**src/rtl/vlc_manchester_tx.sv**
```systemverilog
// Manchester-coded OOK transmitter for the VLC link: one byte per frame,
// framed as alternating preamble, 8 data bits MSB-first, even parity, idle gap.
module vlc_manchester_tx #(
    parameter int unsigned HALF_BIT_DIV  = 5,
    parameter int unsigned PREAMBLE_BITS = 8,
    parameter int unsigned GAP_BITS      = 2,
    parameter logic        IDLE_LEVEL    = 1'b0
) (
    input  logic       aclk,
    input  logic       resetn,
    input  logic       tx_en,
    input  logic [7:0] s_data,
    input  logic       s_valid,
    output logic       s_ready,
    output logic       led_out,
    output logic       busy,
    output logic       frame_done
);

    localparam int unsigned HW    = (HALF_BIT_DIV > 1) ? $clog2(HALF_BIT_DIV) : 1;
    localparam int unsigned BMAX0 = (PREAMBLE_BITS > 8) ? PREAMBLE_BITS : 8;
    localparam int unsigned BMAX  = (BMAX0 > 2 * GAP_BITS) ? BMAX0 : 2 * GAP_BITS;
    localparam int unsigned BW    = $clog2(BMAX + 1);

    localparam logic [HW-1:0] HLAST     = HW'(HALF_BIT_DIV - 1);
    localparam logic [BW-1:0] PRE_LAST  = BW'(PREAMBLE_BITS - 1);
    localparam logic [BW-1:0] DATA_LAST = BW'(7);
    localparam logic [BW-1:0] GAP_LAST  = BW'(2 * GAP_BITS - 1);

    typedef enum logic [2:0] {
        ST_IDLE,
        ST_PREAMBLE,
        ST_DATA,
        ST_PARITY,
        ST_GAP
    } state_t;

    state_t        state;
    logic [HW-1:0] hcnt;
    logic [BW-1:0] bcnt;
    logic          half;
    logic [7:0]    shreg;
    logic          par;
    logic          cur_bit;

    // Ready only when idle, enabled and out of reset
    assign s_ready = (state == ST_IDLE) & tx_en & resetn;

    // Logical value of the bit currently on the line
    always_comb begin
        cur_bit = 1'b0;
        case (state)
            ST_PREAMBLE: cur_bit = ~bcnt[0];
            ST_DATA:     cur_bit = shreg[7];
            ST_PARITY:   cur_bit = par;
            default:     cur_bit = 1'b0;
        endcase
    end

    // Frame sequencer; led_out only updates on half-bit boundaries (first half = ~bit)
    always_ff @(posedge aclk) begin
        if (!resetn) begin
            state      <= ST_IDLE;
            hcnt       <= '0;
            bcnt       <= '0;
            half       <= 1'b0;
            shreg      <= '0;
            par        <= 1'b0;
            led_out    <= IDLE_LEVEL;
            busy       <= 1'b0;
            frame_done <= 1'b0;
        end else begin
            frame_done <= 1'b0;
            if (state == ST_IDLE) begin
                if (s_valid && s_ready) begin
                    shreg   <= s_data;
                    par     <= ^s_data;
                    state   <= ST_PREAMBLE;
                    hcnt    <= '0;
                    bcnt    <= '0;
                    half    <= 1'b0;
                    led_out <= 1'b0;
                    busy    <= 1'b1;
                end
            end else if (hcnt != HLAST) begin
                hcnt <= hcnt + HW'(1);
            end else begin
                hcnt <= '0;
                if (state == ST_GAP) begin
                    if (bcnt == GAP_LAST) begin
                        state      <= ST_IDLE;
                        bcnt       <= '0;
                        busy       <= 1'b0;
                        frame_done <= 1'b1;
                    end else begin
                        bcnt <= bcnt + BW'(1);
                    end
                end else if (!half) begin
                    half    <= 1'b1;
                    led_out <= cur_bit;
                end else begin
                    half <= 1'b0;
                    case (state)
                        ST_PREAMBLE: begin
                            if (bcnt == PRE_LAST) begin
                                state   <= ST_DATA;
                                bcnt    <= '0;
                                led_out <= ~shreg[7];
                            end else begin
                                bcnt    <= bcnt + BW'(1);
                                led_out <= ~bcnt[0];
                            end
                        end
                        ST_DATA: begin
                            if (bcnt == DATA_LAST) begin
                                state   <= ST_PARITY;
                                bcnt    <= '0;
                                led_out <= ~par;
                            end else begin
                                bcnt    <= bcnt + BW'(1);
                                shreg   <= {shreg[6:0], 1'b0};
                                led_out <= ~shreg[6];
                            end
                        end
                        ST_PARITY: begin
                            state   <= ST_GAP;
                            bcnt    <= '0;
                            led_out <= IDLE_LEVEL;
                        end
                        default: begin
                        end
                    endcase
                end
            end
        end
    end

endmodule

```
**config.mk**
```make
export PLATFORM = sky130hd
export DESIGN_NAME = vlc_manchester_tx
export DESIGN_NICKNAME = d
export VERILOG_FILES = /design/src/rtl/vlc_manchester_tx.sv
export SDC_FILE = /design/constraint.sdc
export NUM_CORES = 1
export LEC_CHECK = 0
export ABC_AREA = 1
export CORE_ASPECT_RATIO = 0.9
export CORE_MARGIN = 3
export CORE_UTILIZATION = 40
export CTS_CLUSTER_DIAMETER = 60
export DETAILED_ROUTE_END_ITERATION = 16
export MAX_ROUTING_LAYER = met4
export PLACE_DENSITY_LB_ADDON = 0.08
export SLEW_MARGIN = 20
export SYNTH_ARGS = -nofsm -noshare
export SYNTH_HDL_FRONTEND = slang
export SYNTH_SLANG_ARGS = --single-unit
```
**constraint.sdc**
```tcl
create_clock -name aclk -period 1.4 [get_ports aclk]
set_clock_uncertainty 0.1 [all_clocks]
set_input_delay 0.21 -clock aclk [delete_from_list [all_inputs] [get_ports aclk]]
set_output_delay 0.21 -clock aclk [all_outputs]
set_load 0.05 [all_outputs]
```
# Yosys cells after proc, flatten, opt, wreduce, memory -nomap -nowiden

Index checks and enable logic that the tools add are counted.
Widths: inputs -> output; s select.

Register bits: 23
Word-level logic and storage cells: 99
Output and inout port bits: 4
Bits of input ports: 12

Mux-type cells: 46
Reductions and logical operators: 19
Equality and inequality tests: 15
Add/sub/neg operators: 2
Bitwise operators: 8

Operator list:

| cell                | count |
|---|---|
| $mux 8              | 7 |
| $mux 3              | 11 |
| $mux 4              | 7 |
| $mux 1              | 17 |
| $reduce_and 4->1    | 3 |
| $pmux 3 s3          | 1 |
| $ne 4x4->1 const B  | 2 |
| $pmux 4 s2          | 1 |
| $reduce_bool 2->1   | 4 |
| $reduce_xor 8->1    | 1 |
| $reduce_and 7->1    | 1 |
| $eq 3x2->1 const B  | 2 |
| $ne 2x2->1 const B  | 3 |
| $not 1->1           | 6 |
| $pmux 1 s3          | 2 |
| $reduce_and 6->1    | 1 |
| $ne 5x1->1 const B  | 1 |
| $reduce_bool 5->1   | 1 |
| $add 4x1->4 const B | 1 |
| $eq 4x2->1 const B  | 1 |
| $eq 4x3->1 const B  | 1 |
| $reduce_bool 4->1   | 1 |
| $reduce_or 4->1     | 1 |
| $add 3x1->3 const B | 1 |
| 12 further kinds    | 13 |

# Longest topological paths before layout

Gate-level depths: netlist of run 1.

Depth in word-level cells: 7
Depth in mapped cells: 11
Gate-level depth less buffers: 10

# Worst setup path after synthesis of run 1

No wires, ideal clock.

Path type: register -> register
From: reg state[0]
To: reg shreg[2]
Clock period less this slack: 1697 ps
Required time: 1187 ps
Cell stages (with the launch flop): 10
Path buffers: 1
Arrival time: 1485 ps
Library setup time: 113 ps
Slack: -297 ps
Cell sequence: dfxtp_1 > nor2_4 > nand2_4 > nor2_4 > nand2_4 > nand2_4 > nand3_4 > buf_6 > nor2_1 > nor2_1

Word-level cells in the longest chain between the ends: 6
Elaborated cells between the ends (all ways): 14
Classes of those cells: eq/ne: 6; mux: 1; bitwise: 2; reduce/logical: 5

RTL lines:

| element                           | RTL line | text |
|---|---|---|
| start: declaration                | 38       | `state_t state;` |
| start signal: assignment          | 63       | `state <= ST_IDLE;` |
| start signal: assignment          | 78       | `state <= ST_PREAMBLE;` |
| start signal: assignment          | 91       | `state <= ST_IDLE;` |
| $logic_not 3->1                   | 47       | `assign s_ready = (state == ST_IDLE) & tx_en & resetn;` |
| $and 1x1->1 (2 in series)         | 47       |  |
| net s_ready                       | 14       | `output logic s_ready,` |
| $logic_and 1x1->1                 | 75       | `if (s_valid && s_ready) begin` |
| $ne 2x1->1 (no source line)       | n/a      |  |
| $reduce_and 6->1 (no source line) | n/a      |  |
| end signal: assignment            | 76       | `shreg <= s_data;` |
| end signal: assignment            | 121      | `shreg <= {shreg[6:0], 1'b0};` |
| end: declaration                  | 42       | `logic [7:0] shreg;` |

The timed path passes the listed nets, and every way through them passes these cells.
A chain may end at the register's enable or synchronous reset.

# Worst setup path in the final report of run 1

From: reg state[1]
To: reg bcnt[0]

Word-level cells in the longest chain between the ends: 7
Elaborated cells between the ends (all ways): 19
Classes of those cells: eq/ne: 6; mux: 5; bitwise: 2; reduce/logical: 6

RTL lines:

| element                                         | RTL line | text |
|---|---|---|
| $eq 3x2->1 / $eq 3x1->1 (equally long branches) | 103      | `case (state)` |
| $reduce_or 2->1 (no source line)                | n/a      |  |
| $pmux 4 s2                                      | 103      |  |
| $mux 4                                          | 98       | `end else if (!half) begin` |
| $mux 4                                          | 89       | `if (state == ST_GAP) begin` |
| $mux 4                                          | 85       | `end else if (hcnt != HLAST) begin` |
| $mux 4                                          | 74       | `if (state == ST_IDLE) begin` |
| end signal: assignment                          | 96       | `bcnt <= bcnt + BW'(1);` |
| end signal: assignment                          | 110      | `bcnt <= bcnt + BW'(1);` |
| end signal: assignment                          | 120      | `bcnt <= bcnt + BW'(1);` |
| end: declaration                                | 40       | `logic [BW-1:0] bcnt;` |

Several ways; a longest one is shown, not always the timed one. The select of a mux whose other input is x is not followed.

==> impl_metrics.env, run 1 <==
export IMPL_postRouteAntennaNets=0
export IMPL_worstHoldPathType="reg2reg"
export IMPL_path_common_cell="nand2_4"
export IMPL_fin_nets=320
export IMPL_power_leakage_nw=1.082
export IMPL_cts_max_path_buffers=2
export IMPL_first_global_vias=1527
export IMPL_synth_sequential_area_ratio_pct=30.74
export IMPL_cellInternalPower_mw=1.827
export IMPL_antenna_violations_before_repair=0
export IMPL_fin_area_mm2=0.002295
export IMPL_synthMuxAreaShare_pct=0
export IMPL_worst_hold_slack_ps=369.1
export IMPL_cts_htree_levels=1
export IMPL_combPwrFrac_pct=59.7
export IMPL_postLayoutSetupSlackWorst_ps=-84.08
export IMPL_achievable_frequency_mhz=673.8
export IMPL_overflow=0
export IMPL_setup_reg_to_reg_worst_slack_ps=-80
export IMPL_synth_top_family_by_area="simple AND/OR/NAND/NOR gates"
export IMPL_worst_pin_slew_ps=454.6
export IMPL_worstSkewPairLatency_ps=270
export IMPL_timing_max_cap_violations=0
export IMPL_seq_power_share_pct=26.5
export IMPL_antenna_cells_inserted=0
export IMPL_timing_final_max_slew_violations=0
export IMPL_initialDrtViolationCount=75
export IMPL_p_switching_mw=1.257
export IMPL_simple_logic_cell_fraction_of_the_synthesized_area_pct=42.86
export IMPL_mean_routed_wirelength_per_cell_um=11.49
export IMPL_total_negative_setup_slacks_ps=-1043
export IMPL_status="finished, violations left"
export IMPL_synth_compound_area_share_pct=10.53
export IMPL_fraction_of_the_mapped_netlist_area_in_adder_cells_pct=2.506
export IMPL_post_route_drc_count=0
export IMPL_vias=1643
export IMPL_die_width_um=70.50
export IMPL_timing_final_hold_violations=0
export IMPL_timing_max_slew_rel_slack_pct=69.37
export IMPL_layout_drive_gt1_share_pct=33.55
export IMPL_synthesis_nets=255
export IMPL_crit_chain="nor2_4 -> nand2_4 -> nor2_4 -> buf_4 -> nand2_4 -> nand2_4 -> nand2_4 -> nand2_1 -> nand2_1 -> a21oi_1"
export IMPL_asyncSetResetFlopFracSynth_pct=0
export IMPL_cts_tree="done"
export IMPL_timing_critical_path_fanout_max=5
export IMPL_detailedPlacementHpwl_mm=2.862
export IMPL_drt_vias_per_instance=4.721
export IMPL_gpl_final_weighted_congestion=0.8789
export IMPL_register_bit_total_from_synthesis=23
export IMPL_post_cts_hold_buffer_count=0
export IMPL_core_area_mm2=0.003478
export IMPL_slowest_delay_ps=350
export IMPL_grt_pass1_wl_mm=6.789
export IMPL_clk_pin_slew_ps=90
export IMPL_rsz0062_at_grt="yes"
export IMPL_flow_area_growth_from_synthesis_pct=53.22
export IMPL_yosysWarningCount=0
export IMPL_setup_viol_count_final=18
export IMPL_period_minus_slack_ps=1484
export IMPL_class_of_the_most_critical_setup_path="reg2reg"
export IMPL_postSynthAreaPerCell_um2=6.240
export IMPL_dieArea_mm2=0.004516
export IMPL_numPortBuffers=15
export IMPL_syn_instance_count=240
export IMPL_sw_frac_of_total_pct=40.76
export IMPL_worst_ep_arrival_time_ps=1570
export IMPL_p_per_area_mw_per_mm2=1344
export IMPL_routed_wl_mm=4.000
export IMPL_netlist_cell_type_count=29
export IMPL_syn_cell_area_mm2=0.001498
export IMPL_failing_checks="negative setup slack"
export IMPL_drt_first_pass_iters=4
export IMPL_crit_path_start_kind="flip-flop"
export IMPL_final_period_utilization_pct=106.0
export IMPL_cts_num_sinks=23
export IMPL_endpoint_kind="flip-flop"
export IMPL_clock_tree_root_cell="clkbuf_8"
export IMPL_top_level_ports=16
export IMPL_cts_buffers=3
export IMPL_initial_core_util_pct=43.06
export IMPL_critPathRequiredTime_ps=1490
export IMPL_gr_usage_all_layers_pct=19.40
export IMPL_synth_edff_count=0
export IMPL_dpl_instance_area_mm2=0.002009
export IMPL_fp_row_count=20
export IMPL_die_height_um=64.05
export IMPL_grt_max_degree=16
export IMPL_synth_flop_cell="dfxtp_1"
export IMPL_standard_cell_with_the_maximum_stage_delay_on_the_critical_path="dfxtp_2"
export IMPL_worst_ir_drop_on_vdd_v=0.0007724
export IMPL_post_synth_xor_area_fraction_pct=3.509
export IMPL_share_clk_of_total_power_pct=13.8
==> worst max-delay path: cells and delay by family, from the launching register on <==
family                 cells  cell delay (ps)
AOI/OAI and AO/OA          1              120
buffers and inverters      1              120
DFF                        1              350
and+or+nand+nor            8              700
==> sequential cells by signal, indices dropped and copies added (netlist names), 3 cells and up <==
name / cells
bcnt: 4
hcnt: 3
state: 3
shreg: 8
==> final cells by class <==
class / instances / area, um^2
clock buffers: 4 / 45.04
multi-input cells: 182 / 1035
flip-flops and latches: 23 / 473.0
well taps: 44 / 55.05
fillers: 284 / 1184
repair buffers: 62 / 558.0
inverters: 33 / 128.9
==> synthesized netlist by cell type, drive strengths merged (2+ instances only) <==
library cell | n | area share, %
o21ai | 17 | 5.9
ha | 3 | 2.5
nand2b | 2 | 0.84
nand4 | 2 | 0.84
a21oi | 11 | 3.7
nand3 | 15 | 5.8
nand2 | 85 | 24
inv | 32 | 8.0
xnor2 | 5 | 2.9
dfxtp | 23 | 31
nor2 | 34 | 10
buf | 2 | 1.1
==> metal layers <==
metal	global-route usage (%)	up-vias	part of all wire, %
met2	30.72	33	46
met4	6.220	0	2.0
met5	-	-	0
met3	3.931	8	3.9
met1	24.81	722	48
li1	-	880	-
==> cell usage in the layout (no fill, tap or decap), types with 6 or more instances in the layout <==
cell / count
a21oi_1: 10
nand2_2: 9
nor2_1: 26
nand2_1: 69
dfxtp_1: 17
nand3_1: 10
clkdlybuf4s50_1: 10
nand2_4: 6
o21ai_0: 14
inv_1: 27
buf_4: 45
==> cell families (layout without fill, tap and decap cells) <==
family | after synthesis | count (layout)
simple gates | 142 | 143
buf+inv | 36 | 99
compound gates | 30 | 30
flops | 23 | 23
xor+xnor | 6 | 6
fa+ha+maj | 3 | 3
==> final timing paths <==
path	endpoint	cells past startpoint	startpoint
max	bcnt[0]	10	state[1]
min	shreg[0]	2	shreg[0]
max reg2reg	bcnt[0]	10	state[1]
min reg2reg	shreg[0]	2	shreg[0]
==> power by group through the flow <==
stage	logic, mW	registers [mW]	clock network (mW)
floorplan	0.810	0.863	0
global placement	1.43	0.820	0
detailed placement	1.43	0.822	0
CTS	1.75	0.811	0.451
global route	2.02	0.828	0.473
finish	1.84	0.816	0.426
==> what timing repair did <==
item,CTS,global route
resized for setup,32,13
gates cloned,1,0
setup buffers,8,1
pin swaps,12,4
setup endpoints to repair,19,23
==> through the flow <==
| stage | worst slack, ps | std cells | power, mW | utilization (%) |
|---|---|---|---|---|
| after floorplan | -263.3 | 240 | 1.673 | - |
| after global routing | -211.8 | 348 | 3.320 | 65.97 |
| after CTS | -84.35 | 347 | 3.011 | 64.53 |
| final | -84.08 | 348 | 3.084 | 65.97 |
| after detailed placement | -344.5 | 334 | 2.251 | 57.77 |
| after global placement | -312.6 | 334 | 2.250 | 57.77 |
No activity file was read; power rests on OpenSTA's default activity.
==> run 2: changes to the inputs <==
--- a/config.mk
+++ b/config.mk
@@ -13,6 +13,8 @@
 export DETAILED_ROUTE_END_ITERATION = 16
 export MAX_ROUTING_LAYER = met4
 export PLACE_DENSITY_LB_ADDON = 0.08
+export REMOVE_ABC_BUFFERS = 1
+export SETUP_SLACK_MARGIN = 0.1
 export SLEW_MARGIN = 20
 export SYNTH_ARGS = -nofsm -noshare
 export SYNTH_HDL_FRONTEND = slang
==> constraint.sdc (replaced) <==
create_clock -name aclk -period 1.4 [get_ports aclk]
set_clock_uncertainty 0.1 [all_clocks]
set_input_delay 0.21 -clock aclk [delete_from_list [all_inputs] [get_ports aclk]]
set_output_delay 0.21 -clock aclk [all_outputs]
set_load 0.02 [all_outputs]
==> run 2 against run 1 <==
The run still ends with negative setup slack left. Clock power hardly changed. Core utilization is 7.1 points higher. Via count is 6.6% higher. Wire length is 19% higher. Flip-flop and latch count stayed put. Critical path type unchanged. Largest cell class unchanged.
==> impl_metrics.env, run 2 (synthesis gave the netlist of run 1 again) <==
export IMPL_status="finished, violations left"
export IMPL_failing_checks="negative setup slack"
export IMPL_clock_tree_root_cell="clkbuf_8"
export IMPL_fin_area_mm2=0.002542
export IMPL_cts_tree="done"
export IMPL_postRouteAntennaNets=0
export IMPL_overflow=0
export IMPL_mostFrequentLayoutCell="nand2_1"
export IMPL_die_height_um=64.05
export IMPL_r2r_worst_path_cells=9
export IMPL_rr_startpoint="state[0]"
export IMPL_routed_wl_mm=4.755
export IMPL_postLayoutSetupSlackWorst_ps=-143.7
export IMPL_drt_first_pass_iters=4
export IMPL_rsz0062_at_grt="yes"
export IMPL_antenna_violations_before_repair=0
export IMPL_crit_path_start_kind="flip-flop"
export IMPL_worst_ep_arrival_time_ps=1620
export IMPL_gpl_final_weighted_congestion=0.9163
export IMPL_achievable_frequency_mhz=647.8
export IMPL_worst_ir_drop_on_vdd_v=0.001200
export IMPL_largest_register_ffs=8
export IMPL_vias=1751
export IMPL_grt_max_degree=16
export IMPL_initial_core_util_pct=43.06
export IMPL_class_of_the_most_critical_setup_path="reg2reg"
export IMPL_cts_htree_levels=1
export IMPL_gr_usage_all_layers_pct=21.55
export IMPL_crit_chain="nor2_4 -> nand2_4 -> buf_12 -> nand2_8 -> inv_6 -> nor2_4 -> nand3_4 -> nor2_1 -> nor2_1"
export IMPL_multi_input_gate_area_mm2=0.001227
export IMPL_detailedPlacementHpwl_mm=2.984
export IMPL_top_regs="shreg x8, bcnt x4"
export IMPL_top_level_ports=16
export IMPL_critPathRequiredTime_ps=1470
export IMPL_core_area_mm2=0.003478
export IMPL_standard_cell_with_the_maximum_stage_delay_on_the_critical_path="dfxtp_2"
export IMPL_endpoint_kind="flip-flop"
export IMPL_power_leakage_nw=1.141
export IMPL_fp_row_count=20
export IMPL_period_minus_slack_ps=1544
export IMPL_timing_final_max_slew_violations=0
export IMPL_mean_routed_wirelength_per_cell_um=13.32
export IMPL_cts_num_sinks=23
export IMPL_fillCellCount=265
export IMPL_final_cell_mix="nand2_1, buf_4, inv_1"
export IMPL_dieArea_mm2=0.004516
export IMPL_preCtsSetupSlack_ps=-455.0
export IMPL_post_cts_hold_buffer_count=0
export IMPL_timing_max_slew_rel_slack_pct=80.51
export IMPL_setup_reg_to_reg_worst_slack_ps=-140
export IMPL_layout_drive_gt1_share_pct=44.73
export IMPL_antenna_cells_inserted=0
export IMPL_drt_vias_per_instance=4.905
export IMPL_sequential_cell_area_um2=469.2
export IMPL_post_route_drc_count=0
export IMPL_worstHoldStart="shreg[0]"
export IMPL_fin_nets=329
export IMPL_worst_pin_slew_ps=290.3
export IMPL_worstSkewPairLatency_ps=270
export IMPL_regMostFlops="shreg"
export IMPL_cts_buffers=3
export IMPL_dpl_instance_area_mm2=0.002007
export IMPL_cts_max_path_buffers=2
export IMPL_first_global_vias=1651
export IMPL_initialDrtViolationCount=106
export IMPL_flow_area_growth_from_synthesis_pct=69.76
export IMPL_r2r_end="shreg[1]"
export IMPL_p_per_area_mw_per_mm2=1348
export IMPL_clk_pin_slew_ps=90
export IMPL_worstHoldPathType="reg2reg"
export IMPL_timing_final_hold_violations=0
export IMPL_timing_critical_path_fanout_max=8
export IMPL_grt_pass1_wl_mm=7.527
export IMPL_hold_path_depth=2
export IMPL_setup_viol_count_final=19
export IMPL_final_period_utilization_pct=110.3
export IMPL_hold_path_endpoint="shreg[0]"
export IMPL_slowest_delay_ps=340
export IMPL_numPortBuffers=15
export IMPL_die_width_um=70.50
export IMPL_timing_max_cap_violations=0
-- run 2: cell types whose count changed in the layout (fill, tap and decap cells not counted), sizes merged --
cell / previous run / this run
buf: 51 / 57
dlygate4sd2: 1 / 5
clkdlybuf4s50: 10 / 9
-- run 2: routing by layer --
layer,global-route usage (%),share of wire (%)
met5,-,0
met2,32.71,47
met1,27.92,46
met4,8.134,1.7
met3,4.874,5.0
-- run 2: area by class of cell --
class,count,share of cell area (%)
tap,44,2.165
sequential,23,18.45
clock buffer,4,1.772
inverter,33,5.561
timing repair buffer,71,23.77
multi-input combinational,182,48.28
-- run 2: through the flow --
step / power [mW] / utilization (%) / TNS (ps) / cells / hold slack [ps]
3_5_place_dp: 2.186 / 57.70 / -7783 / 338 / 346.7
4_1_cts: 3.152 / 68.27 / -922.8 / 351 / 350.3
5_1_grt: 3.647 / 73.09 / -2957 / 357 / 396.3
3_3_place_gp: 2.184 / 57.70 / -7409 / 338 / 343.7
6_report: 3.426 / 73.09 / -1564 / 357 / 356.1
2_1_floorplan: 1.593 / - / -1210 / 237 / 230.3
-- run 2: worst max-delay path, delay by kind of cell (launching register included) --
kind / cells / cell delay (ps)
buf+inv: 2 / 190
flops: 1 / 340
simple gates: 7 / 840
-- run 2: repair_timing --
item / 4_1_cts / 5_1_grt
setup endpoints to repair: 26 / 24
gates resized for setup: 84 / 37
pin swaps: 21 / 15
cloned: 1 / 0
buffers inserted: 9 / 7
-- run 2: worst max path at each step --
| stage | cells after the start | slack (ps) | startpoint | end |
|---|---|---|---|---|
| after floorplan | 10 | -130 | state[0] | bcnt[1] |
| after global placement | 4 | -450 | resetn | s_ready |
| after detailed placement | 4 | -460 | resetn | s_ready |
| after CTS | 9 | -100 | state[0] | shreg[1] |
| after global routing | 9 | -220 | state[0] | shreg[1] |
| final | 9 | -140 | state[0] | shreg[1] |
-- run 2: power by group --
part / switching [mW] / internal, mW
sequential: 0.0515 / 0.750
clock: 0.220 / 0.204
combinational: 1.21 / 0.996
==> run 3: changes to the inputs <==
--- a/config.mk
+++ b/config.mk
@@ -13,7 +13,6 @@
 export DETAILED_ROUTE_END_ITERATION = 16
 export MAX_ROUTING_LAYER = met4
 export PLACE_DENSITY_LB_ADDON = 0.08
-export REMOVE_ABC_BUFFERS = 1
 export SETUP_SLACK_MARGIN = 0.1
 export SLEW_MARGIN = 20
 export SYNTH_ARGS = -nofsm -noshare
==> run 3 against run 2 <==
The flow still finishes with violations (negative setup slack). Flip-flop and latch count unchanged. Core utilization rose by 0.36 points. Global-route usage is 0.49 points lower. Combinational power down 4%. Clock power up 4%. Via count up 1.1%. Final cell count unchanged. Sequential share of layout area fell by 0.090 points.
==> impl_metrics.env, run 3 (synthesis gave the netlist of run 1 again) <==
export IMPL_final_cell_mix="nand2_1, buf_4, nor2_1"
export IMPL_cts_buffers=3
export IMPL_die_width_um=70.50
export IMPL_sw_frac_of_total_pct=42.85
export IMPL_cts_tree="done"
export IMPL_gr_usage_all_layers_pct=21.06
export IMPL_p_switching_mw=1.443
export IMPL_worst_ep_arrival_time_ps=1230
export IMPL_failing_checks="negative setup slack"
export IMPL_r2r_end="shreg[2]"
export IMPL_worst_pin_slew_ps=333.3
export IMPL_worst_ir_drop_on_vdd_v=0.0008091
export IMPL_cellInternalPower_mw=1.924
export IMPL_clock_tree_root_cell="clkbuf_8"
export IMPL_fin_nets=329
export IMPL_detailedPlacementHpwl_mm=2.879
export IMPL_seq_power_share_pct=24.0
export IMPL_total_negative_setup_slacks_ps=-1829
export IMPL_critPathRequiredTime_ps=1090
export IMPL_postRouteAntennaNets=0
export IMPL_drt_first_pass_iters=4
export IMPL_mean_routed_wirelength_per_cell_um=13.84
export IMPL_postLayoutSetupSlackWorst_ps=-139.1
export IMPL_p_per_area_mw_per_mm2=1318
export IMPL_drt_vias_per_instance=4.961
export IMPL_numPortBuffers=15
export IMPL_worstSkewPairLatency_ps=270
export IMPL_cts_htree_levels=1
export IMPL_grt_pass1_wl_mm=7.396
export IMPL_initial_core_util_pct=43.06
export IMPL_initialDrtViolationCount=118
export IMPL_class_of_the_most_critical_setup_path="reg2out"
export IMPL_preCtsSetupSlack_ps=-462.6
export IMPL_antenna_violations_before_repair=0
export IMPL_fp_row_count=20
export IMPL_grt_max_degree=16
export IMPL_timing_critical_path_fanout_max=5
export IMPL_cts_max_path_buffers=2
export IMPL_timing_max_cap_violations=0
export IMPL_r2r_worst_path_cells=10
export IMPL_overflow=0
export IMPL_crit_path_end="s_ready"
export IMPL_crit_path_start_kind="flip-flop"
export IMPL_die_height_um=64.05
export IMPL_regMostFlops="shreg"
export IMPL_vias=1771
export IMPL_dieArea_mm2=0.004516
export IMPL_final_period_utilization_pct=109.9
export IMPL_setup_reg_to_reg_worst_slack_ps=-130
export IMPL_post_cts_hold_buffer_count=0
export IMPL_first_global_vias=1651
export IMPL_achievable_frequency_mhz=649.7
export IMPL_crit_path_start="state[0]"
export IMPL_timing_final_max_slew_violations=0
export IMPL_core_area_mm2=0.003478
export IMPL_routed_wl_mm=4.942
export IMPL_flow_area_growth_from_synthesis_pct=70.59
export IMPL_hold_path_depth=2
export IMPL_cts_num_sinks=23
export IMPL_endpoint_kind="output pin"
export IMPL_mostFrequentLayoutCell="nand2_1"
export IMPL_share_clk_of_total_power_pct=13.0
export IMPL_rsz0062_at_grt="yes"
export IMPL_antenna_cells_inserted=0
export IMPL_clk_pin_slew_ps=90
export IMPL_gpl_final_weighted_congestion=0.8548
export IMPL_timing_final_hold_violations=0
export IMPL_top_regs="shreg x8, bcnt x4"
export IMPL_rr_startpoint="state[0]"
export IMPL_largest_register_ffs=8
export IMPL_status="finished, violations left"
export IMPL_layout_drive_gt1_share_pct=43.77
export IMPL_post_route_drc_count=0
export IMPL_worstHoldStart="busy"
export IMPL_worstHoldPathType="reg2reg"
export IMPL_power_leakage_nw=1.157
export IMPL_timing_max_slew_rel_slack_pct=77.70
export IMPL_setup_viol_count_final=20
export IMPL_top_level_ports=16
export IMPL_period_minus_slack_ps=1539
export IMPL_combPwrFrac_pct=63.0
## run 3: layout make-up
cell class	count	area (um^2)
multi-input cells	182	1215
clock buffers	4	45.04
fillers	268	923.4
flip-flops and latches	23	469.2
inverters	33	143.9
repair buffers	71	626.9
well taps	44	55.05
## run 3: layer usage
| metal | share of wire [%] | GRT usage [%] | vias to the layer above |
|---|---|---|---|
| li1 | - | - | 898 |
| met1 | 44 | 24.64 | 807 |
| met2 | 50 | 36.21 | 54 |
| met3 | 4.7 | 4.403 | 12 |
| met4 | 2.0 | 6.459 | 0 |
| met5 | 0 | - | - |
## run 3: what timing repair did
| action | CTS | global route |
|---|---|---|
| setup buffers | 8 | 7 |
| pin swaps | 23 | 21 |
| cloned | 1 | 0 |
| gates resized for setup | 81 | 36 |
| endpoints found under the setup margin | 27 | 24 |
## run 3: critical path, stage by stage, from the launching register on
cell and delay, ps:
dfxtp_2 350, nor2_4 150, nand2_4 110, nor2_4 130, buf_6 110, buf_6 100
## run 3: power groups by stage
stage	logic, mW	clock network (mW)	registers [mW]
3_3_place_gp	1.39	0	0.805
3_5_place_dp	1.39	0	0.807
4_1_cts	1.84	0.449	0.803
6_report	2.12	0.438	0.807
5_1_grt	2.30	0.475	0.816
2_1_floorplan	0.805	0	0.833
## run 3: worst min-delay path by stage
stage                           to  slack (ps)
after floorplan            bcnt[0]         230
after global routing          busy         380
after detailed placement  shreg[0]         350
after global placement    shreg[0]         340
final                         busy         360
after CTS                     busy         360
## run 3: stage by stage
step / total power, mW / cells / util, % / hold WS [ps] / area (um^2)
after CTS: 3.094 / 350 / 68.38 / 360.8 / 2379
after detailed placement: 2.197 / 337 / 57.91 / 348.5 / 2014
after global routing: 3.588 / 357 / 73.45 / 380.8 / 2555
final: 3.366 / 357 / 73.45 / 358.5 / 2555
after floorplan: 1.638 / 240 / - / 232.8 / 1513
after global placement: 2.199 / 337 / 57.91 / 342.6 / 2014
